<file path="src/rtl/pc_seq_pkg.sv">
// Shared types and constants for the instruction-fetch sequencer.
// Latency: n/a (declarations only).
// Backpressure: n/a (declarations only).
package pc_seq_pkg;

  typedef enum logic [1:0] {
    IDLE  = 2'd0,
    FETCH = 2'd1,
    ISSUE = 2'd2,
    HALT  = 2'd3
  } pc_state_e;

  localparam logic [31:0] INSTR_BYTES  = 32'd4;
  localparam logic [31:0] RESET_PC_DEF = 32'h0040_0000;
  localparam logic [31:0] TRAP_VEC_DEF = 32'h0040_0004;

  // Word-align a byte address (low two bits are not meaningful for fetch).
  function automatic logic [31:0] word_align(input logic [31:0] addr);
    return {addr[31:2], 2'b00};
  endfunction

endpackage

</file>
<file path="src/rtl/pc_sequencer_if.sv">
// Fetch-side bus: instruction memory request/ack plus decode valid/ready.
// Latency: n/a (wiring only).
// Backpressure: decode stalls issue by holding instr_ready low.
interface pc_sequencer_if;
  logic        imem_req;
  logic [31:0] imem_addr;
  logic        imem_ack;
  logic [31:0] imem_rdata;
  logic        instr_valid;
  logic [31:0] instr;
  logic [31:0] instr_pc;
  logic        instr_ready;

  modport master (
    output imem_req, imem_addr, instr_valid, instr, instr_pc,
    input  imem_ack, imem_rdata, instr_ready
  );

  modport slave (
    input  imem_req, imem_addr, instr_valid, instr, instr_pc,
    output imem_ack, imem_rdata, instr_ready
  );
endinterface

</file>
<file path="src/rtl/pc_en_reg.sv">
// 32-bit register with synchronous reset to a fixed value and a load enable.
// Latency: 1 cycle from d/en to q.
// Backpressure: none; holds value while en is low.
module pc_en_reg #(
  parameter logic [31:0] RST_VAL = 32'h0
) (
  input  logic        clk,
  input  logic        rst,
  input  logic        en,
  input  logic [31:0] d,
  output logic [31:0] q
);

  // Load on enable, otherwise hold; reset wins.
  always_ff @(posedge clk) begin
    if (rst)     q <= RST_VAL;
    else if (en) q <= d;
  end

endmodule

</file>
<file path="src/rtl/pc_sequencer.sv">
// Owns the PC: fetches from imem, holds the word for decode, advances by 4 on consume, applies redirect/halt.
// Latency: reset release -> req next cycle; zero-wait ack -> instr_valid the cycle after; peak 1 instr / 2 cycles.
// Backpressure: ISSUE holds instr/instr_pc stable until instr_ready; FETCH holds imem_addr until imem_ack.
// Optional trap support (trap input, epc output) is enabled by defining PC_SEQ_TRAP_EN.
module pc_sequencer
  import pc_seq_pkg::*;
#(
  parameter logic [31:0] RESET_PC = RESET_PC_DEF
`ifdef PC_SEQ_TRAP_EN
  , parameter logic [31:0] TRAP_VEC = TRAP_VEC_DEF
`endif
) (
  input  logic           clk,
  input  logic           rst,
  pc_sequencer_if.master bus,
  input  logic           redir_valid,
  input  logic [31:0]    redir_pc,
  input  logic           halt,
  output logic [31:0]    pc
`ifdef PC_SEQ_TRAP_EN
  , input  logic         trap
  , output logic [31:0]  epc
`endif
);

  pc_state_e   state_q, state_d;
  logic [31:0] instr_q, instr_d;
  logic [31:0] instr_pc_q, instr_pc_d;
  logic        pend_q, pend_d;
  logic [31:0] pend_pc_q, pend_pc_d;
  logic [31:0] pc_q, pc_d;
  logic        pc_en;
  logic [31:0] redir_tgt;
  logic        unused_redir_lsb;

  assign redir_tgt        = word_align(redir_pc);
  assign unused_redir_lsb = ^redir_pc[1:0];

  pc_en_reg #(.RST_VAL(RESET_PC)) u_pc_reg (
    .clk (clk),
    .rst (rst),
    .en  (pc_en),
    .d   (pc_d),
    .q   (pc_q)
  );

`ifdef PC_SEQ_TRAP_EN
  logic [31:0] epc_q, epc_d;
`endif

  // Next-state, next-pc and held-instruction logic.
  always_comb begin
    state_d    = state_q;
    instr_d    = instr_q;
    instr_pc_d = instr_pc_q;
    pend_d     = pend_q;
    pend_pc_d  = pend_pc_q;
    pc_d       = pc_q;
    pc_en      = 1'b0;

    case (state_q)
      IDLE: begin
        state_d = halt ? HALT : FETCH;
      end
      FETCH: begin
        if (bus.imem_ack) begin
          if (redir_valid || pend_q) begin
            // Word fetched from a stale address: drop it and refetch at the target.
            pc_d   = redir_valid ? redir_tgt : pend_pc_q;
            pc_en  = 1'b1;
            pend_d = 1'b0;
          end else begin
            instr_d    = bus.imem_rdata;
            instr_pc_d = pc_q;
            state_d    = ISSUE;
          end
        end else if (redir_valid) begin
          // Request already on the bus; remember the target until it completes.
          pend_d    = 1'b1;
          pend_pc_d = redir_tgt;
        end
      end
      ISSUE: begin
        if (redir_valid) begin
          pc_d    = redir_tgt;
          pc_en   = 1'b1;
          state_d = FETCH;
        end else if (bus.instr_ready) begin
          pc_d    = pc_q + INSTR_BYTES;
          pc_en   = 1'b1;
          state_d = halt ? HALT : FETCH;
        end
      end
      HALT: begin
        if (redir_valid) begin
          pc_d    = redir_tgt;
          pc_en   = 1'b1;
          state_d = FETCH;
        end
      end
      default: state_d = IDLE;
    endcase

`ifdef PC_SEQ_TRAP_EN
    epc_d = epc_q;
    // Trap overrides everything decided above.
    if (trap) begin
      epc_d = (state_q == ISSUE) ? instr_pc_q : pc_q;
      if (state_q == FETCH && !bus.imem_ack) begin
        pend_d    = 1'b1;
        pend_pc_d = TRAP_VEC;
        pc_d      = pc_q;
        pc_en     = 1'b0;
      end else begin
        instr_d    = instr_q;
        instr_pc_d = instr_pc_q;
        pend_d     = 1'b0;
        pc_d       = TRAP_VEC;
        pc_en      = 1'b1;
        state_d    = FETCH;
      end
    end
`endif
  end

  // State and held-instruction registers.
  always_ff @(posedge clk) begin
    if (rst) begin
      state_q    <= IDLE;
      instr_q    <= 32'h0;
      instr_pc_q <= 32'h0;
      pend_q     <= 1'b0;
      pend_pc_q  <= 32'h0;
    end else begin
      state_q    <= state_d;
      instr_q    <= instr_d;
      instr_pc_q <= instr_pc_d;
      pend_q     <= pend_d;
      pend_pc_q  <= pend_pc_d;
    end
  end

`ifdef PC_SEQ_TRAP_EN
  // Exception PC register.
  always_ff @(posedge clk) begin
    if (rst) epc_q <= 32'h0;
    else     epc_q <= epc_d;
  end
  assign epc = epc_q;
`endif

  assign bus.imem_req    = (state_q == FETCH);
  assign bus.imem_addr   = pc_q;
  assign bus.instr_valid = (state_q == ISSUE);
  assign bus.instr       = instr_q;
  assign bus.instr_pc    = instr_pc_q;
  assign pc              = pc_q;

endmodule

</file>
<file path="src/flat_wrapper.sv">
// flat-port wrapper written by rule: the top's interface ports become plain ports
module pc_sequencer_flat import pc_seq_pkg::*;
#(
  parameter logic [31:0] RESET_PC = RESET_PC_DEF

)
  (clk, rst, redir_valid, redir_pc, halt, pc, bus_imem_req, bus_imem_addr, bus_instr_valid, bus_instr, bus_instr_pc, bus_imem_ack, bus_imem_rdata, bus_instr_ready);
  pc_sequencer_if bus_i ();
  input  logic clk;
  input  logic rst;
  input  logic redir_valid;
  input  logic [31:0] redir_pc;
  input  logic halt;
  output logic [31:0] pc;
  output wire logic [$bits(bus_i.imem_req)-1:0] bus_imem_req;
  output wire logic [$bits(bus_i.imem_addr)-1:0] bus_imem_addr;
  output wire logic [$bits(bus_i.instr_valid)-1:0] bus_instr_valid;
  output wire logic [$bits(bus_i.instr)-1:0] bus_instr;
  output wire logic [$bits(bus_i.instr_pc)-1:0] bus_instr_pc;
  input wire logic [$bits(bus_i.imem_ack)-1:0] bus_imem_ack;
  input wire logic [$bits(bus_i.imem_rdata)-1:0] bus_imem_rdata;
  input wire logic [$bits(bus_i.instr_ready)-1:0] bus_instr_ready;
  assign bus_imem_req = bus_i.imem_req;
  assign bus_imem_addr = bus_i.imem_addr;
  assign bus_instr_valid = bus_i.instr_valid;
  assign bus_instr = bus_i.instr;
  assign bus_instr_pc = bus_i.instr_pc;
  assign bus_i.imem_ack = bus_imem_ack;
  assign bus_i.imem_rdata = bus_imem_rdata;
  assign bus_i.instr_ready = bus_instr_ready;
  pc_sequencer #(.RESET_PC(RESET_PC)) u_core (.clk(clk), .rst(rst), .bus(bus_i), .redir_valid(redir_valid), .redir_pc(redir_pc), .halt(halt), .pc(pc));
endmodule
</file>
<file path="config.mk">
export PLATFORM = sky130hd
export DESIGN_NAME = pc_sequencer_flat
export DESIGN_NICKNAME = d
export VERILOG_FILES = /design/src/rtl/pc_seq_pkg.sv /design/src/rtl/pc_sequencer_if.sv /design/src/rtl/pc_en_reg.sv /design/src/rtl/pc_sequencer.sv /design/src/flat_wrapper.sv
export SDC_FILE = /design/constraint.sdc
export NUM_CORES = 1
export LEC_CHECK = 0
export CAP_MARGIN = 5
export CORE_MARGIN = 2
export CORE_UTILIZATION = 50
export CTS_CLUSTER_DIAMETER = 30
export CTS_CLUSTER_SIZE = 14
export DETAILED_ROUTE_END_ITERATION = 8
export PLACE_DENSITY_LB_ADDON = 0.3
export SETUP_SLACK_MARGIN = 0.3
export SLEW_MARGIN = 10
export SYNTH_ARGS = -nofsm -noshare
export SYNTH_HDL_FRONTEND = slang
export SYNTH_SLANG_ARGS = --single-unit
</file>
<file path="constraint.sdc">
create_clock -name clk -period 3.55 [get_ports clk]
set_input_delay 0.8875 -clock clk [delete_from_list [all_inputs] [get_ports clk]]
set_output_delay 0.8875 -clock clk [all_outputs]
set_load 0.05 [all_outputs]
</file>
==> results.cfg <==
[sta]
timing.fmax_ghz = 0.332
worstMarginPinSlew_ns = 0.815
maxSlewViolCount = 0
fin_crit_sh_pct = 84.9
rsz0062_at_grt = false
skew_ns = 0.00462
slew_headroom_pct = 45.7
period_minus_slack_ns = 3.01
worst_slack_ns = 0.536
hold_viol_final = 0
setup_tns_ns = 0
setup_violations = 0

[min_path]
min_path_type = flop to flop
hold_path_depth = 2
min_to = u_core.bus.instr_pc[4]$_SDFFE_PP0P_
hold_path_startpoint = u_core.bus.instr_pc[4]$_SDFFE_PP0P_

[grt]
grtUsageTotal_pct = 27.0
grt_pass1_wl_mm = 27.8
grt_use_met1_pct = 36.0
antenna_found_initial = 0
busiest_layer = met2
grt_max_degree = 55
grt_overflow_total = 0
grt_pass1_vias = 5440
grtUsageMet2_pct = 42.2
grt_use_met3_pct = 6.19

[critical_path]
arrival_ns = 2.13
critPathLaunchType = flop
end_kind = primary output
worstPathRequired_ns = 2.66
reg2reg_to = u_core.u_pc_reg.q[31]$_SDFFE_PP0P_
r2r_slack_ns = 1.32
worstPathMaxFanout = 11
critical-path-max-stage-delay_ns = 0.86
worst-setup-path-type = flop to primary output
regToRegStartpoint = u_core.u_pc_reg.q[4]$_SDFFE_PP0P_
reg2reg_depth = 5
worstPathCellList = buf_4, nor2b_1, clkdlybuf4s50_1
slowest_stage = clkdlybuf4s50_1

[placed_design]
portBuffers = 197
hpwl_mm = 12.1
dp_slack_ns = 0.570
placed_area_sq_um = 7920
gp_congestion = 0.888

[die]
core_sq_um = 12000
dieHeight_microns = 114
fp.dieArea_sq_um = 13100
num_io_pins = 200
start_util_pct = 50.8
num_rows = 40
chipWidth_microns = 114

[synthesis]
ys.flop_type = dfxtp_1
avgSynthCellArea_sq_um = 7.69
synth_edf_count = 0
netlist_instances = 791
yosysUniqueCellTypes = 62
ys_seq_area_share_pct = 43.1
synth_top_cells_by_count = 217 x nand2_1, 131 x dfxtp_1, 130 x a21oi_1, 41 x clkbuf_1, 34 x buf_4
synth_nets = 862
yosysMostFrequentCell = nand2_1
synthesis.area_sq_um = 6080
netlist_top_cells_area = dfxtp_1 43%, nand2_1 13%, a21oi_1 11%, buf_4 4.2%, clkbuf_1 2.5%
yosys_register_bits = 131
synthArstFlopShare_pct = 0
synth_top_area_share_pct = 43.1
yosys.area.top_type = dfxtp_1
yosys_warnings = 0

[clock_network]
root_buffer = clkbuf_16
cts_buffers = 17
clk_path_buf_depth = 2
cts_sinks = 131
cts_tree = built
postCtsSetupRepairBufs = 0
htreeDepth = 4
ctsHoldBuffers = 0
clk_latency_ns = 0.41
cts_resized = 0
cts.clk_slew.worst_paths_ns = 0.05

[final_layout]
stdcell_area_sq_um = 8490
fillers = 998
final_nets = 1006
final_util_pct = 71.0
drive_above_1_share_pct = 6.97
area_growth_pct = 39.6
diodes = 0

[drt]
wl_mm = 17.6
vias = 6110
drc = 0
viasPerCell = 5.59
firstDrtPassIters = 5
routedWlPerCell_microns = 16.1
postRouteAntennaNets = 0
drtIter0Drc = 452

[power]
ir_worst_vdd_uv = 265
power.leakage_nw = 3.03
power.density_nw_per_um2 = 462

[run]
cap_violations = 0

[outcome]
status = finished clean
[sequential cells by signal (all words and copies together) (netlist names)]
name / cells
u_core.bus.instr_pc: 32
u_core.bus.instr: 32
u_core.state_q: 2
u_core.u_pc_reg.q: 32
u_core.pend_q: 1
u_core.pend_pc_q: 32
[worst max path at each step]
stage          slack, ns                                  to                           start  cells after the start
2_1_floorplan       1.24  u_core.u_pc_reg.q[16]$_SDFFE_PP0P_                     redir_valid                      7
3_3_place_gp        0.58  u_core.u_pc_reg.q[16]$_SDFFE_PP0P_                     redir_valid                      7
3_5_place_dp        0.57  u_core.u_pc_reg.q[16]$_SDFFE_PP0P_                     redir_valid                      7
4_1_cts             0.53                     bus_instr_valid  u_core.state_q[0]$_SDFFE_PP0P_                      3
5_1_grt             0.47                     bus_instr_valid  u_core.state_q[0]$_SDFFE_PP0P_                      3
6_report            0.54                     bus_instr_valid  u_core.state_q[0]$_SDFFE_PP0P_                      3
[metal layers]
metal / wire (microns) / share of wire (%) / up-vias
li1: - / - / 2990
met2: 8240 / 47 / 260
met3: 1370 / 7.8 / 28
met4: 335 / 1.9 / 0
met5: 0 / 0 / -
met1: 7700 / 44 / 2832
[where the power goes]
part / leakage, nW / total, W / internal (W) / switching (W)
logic: 1.69 / 0.000670 / 0.000254 / 0.000416
registers: 1.06 / 0.00159 / 0.00152 / 0.0000693
clock network: 0.283 / 0.00166 / 0.00107 / 0.000594
total: 3.03 / 0.00392 / 0.00284 / 0.00108
[cells in the final DEF (no fill, tap or decap), drive strengths merged, types with 3 or more instances in the layout]
cell           synthesis  final
nand3                 14     14
a21o                   5      5
mux2i                  4      4
nor3                   9      9
nor4                   7      7
a22oi                 10     10
nor2                  25     25
inv                    5      5
a211oi                 6      6
clkdlybuf4s50          0    196
o22ai                  5      5
and2                   5      5
xor2                   4      4
xnor2                  3      3
nor3b                  3      3
o31ai                  3      3
nand4                  6      6
a221o                  3      3
a31oi                  6      6
and4                   4      4
a22o                  12     12
o21ai                 30     30
nand2                217    217
dfxtp                131    131
a32o                   3      3
nor2b                  3      3
clkbuf                42     27
buf                   52     23
and3                  13     13
clkinv                 1      4
a21oi                130    130
or2                    5      5
[final cells by class]
| class | count | area [sq um] | area share [%] |
|---|---|---|---|
| Timing Repair Buffer | 219 | 2160 | 25.4 |
| Sequential cell | 131 | 2620 | 30.9 |
| Multi-Input combinational cell | 560 | 2940 | 34.6 |
| Tap cell | 147 | 184 | 2.17 |
| Clock buffer | 27 | 523 | 6.16 |
| Clock inverter | 4 | 45.0 | 0.530 |
| Inverter | 6 | 22.5 | 0.265 |
[cell families after synthesis]
| family | share of synthesized area [%] |
|---|---|
| DFF | 43.1 |
| AOI/OAI and AO/OA | 22.8 |
| and+or+nand+nor | 23.5 |
| buffers and inverters | 8.78 |
| muxes | 0.658 |
| xor gates and xnor gates | 1.01 |
| adders and majority gates | 0.206 |
[metrics by stage]
step	std cells	hold WS, ns	power, W
2_1_floorplan	791	0.436	0.00204
3_3_place_gp	1063	0.440	0.00228
3_5_place_dp	1063	0.446	0.00228
4_1_cts	1094	0.453	0.00394
5_1_grt	1094	0.464	0.00406
6_report	1094	0.450	0.00392
[critical path: cells and delay by family, from the launching register on]
family | cells | cell delay, ns
flops | 1 | 0.42
buf+inv | 2 | 1.08
simple gates | 1 | 0.21
No activity file was read; power rests on OpenSTA's default activity.
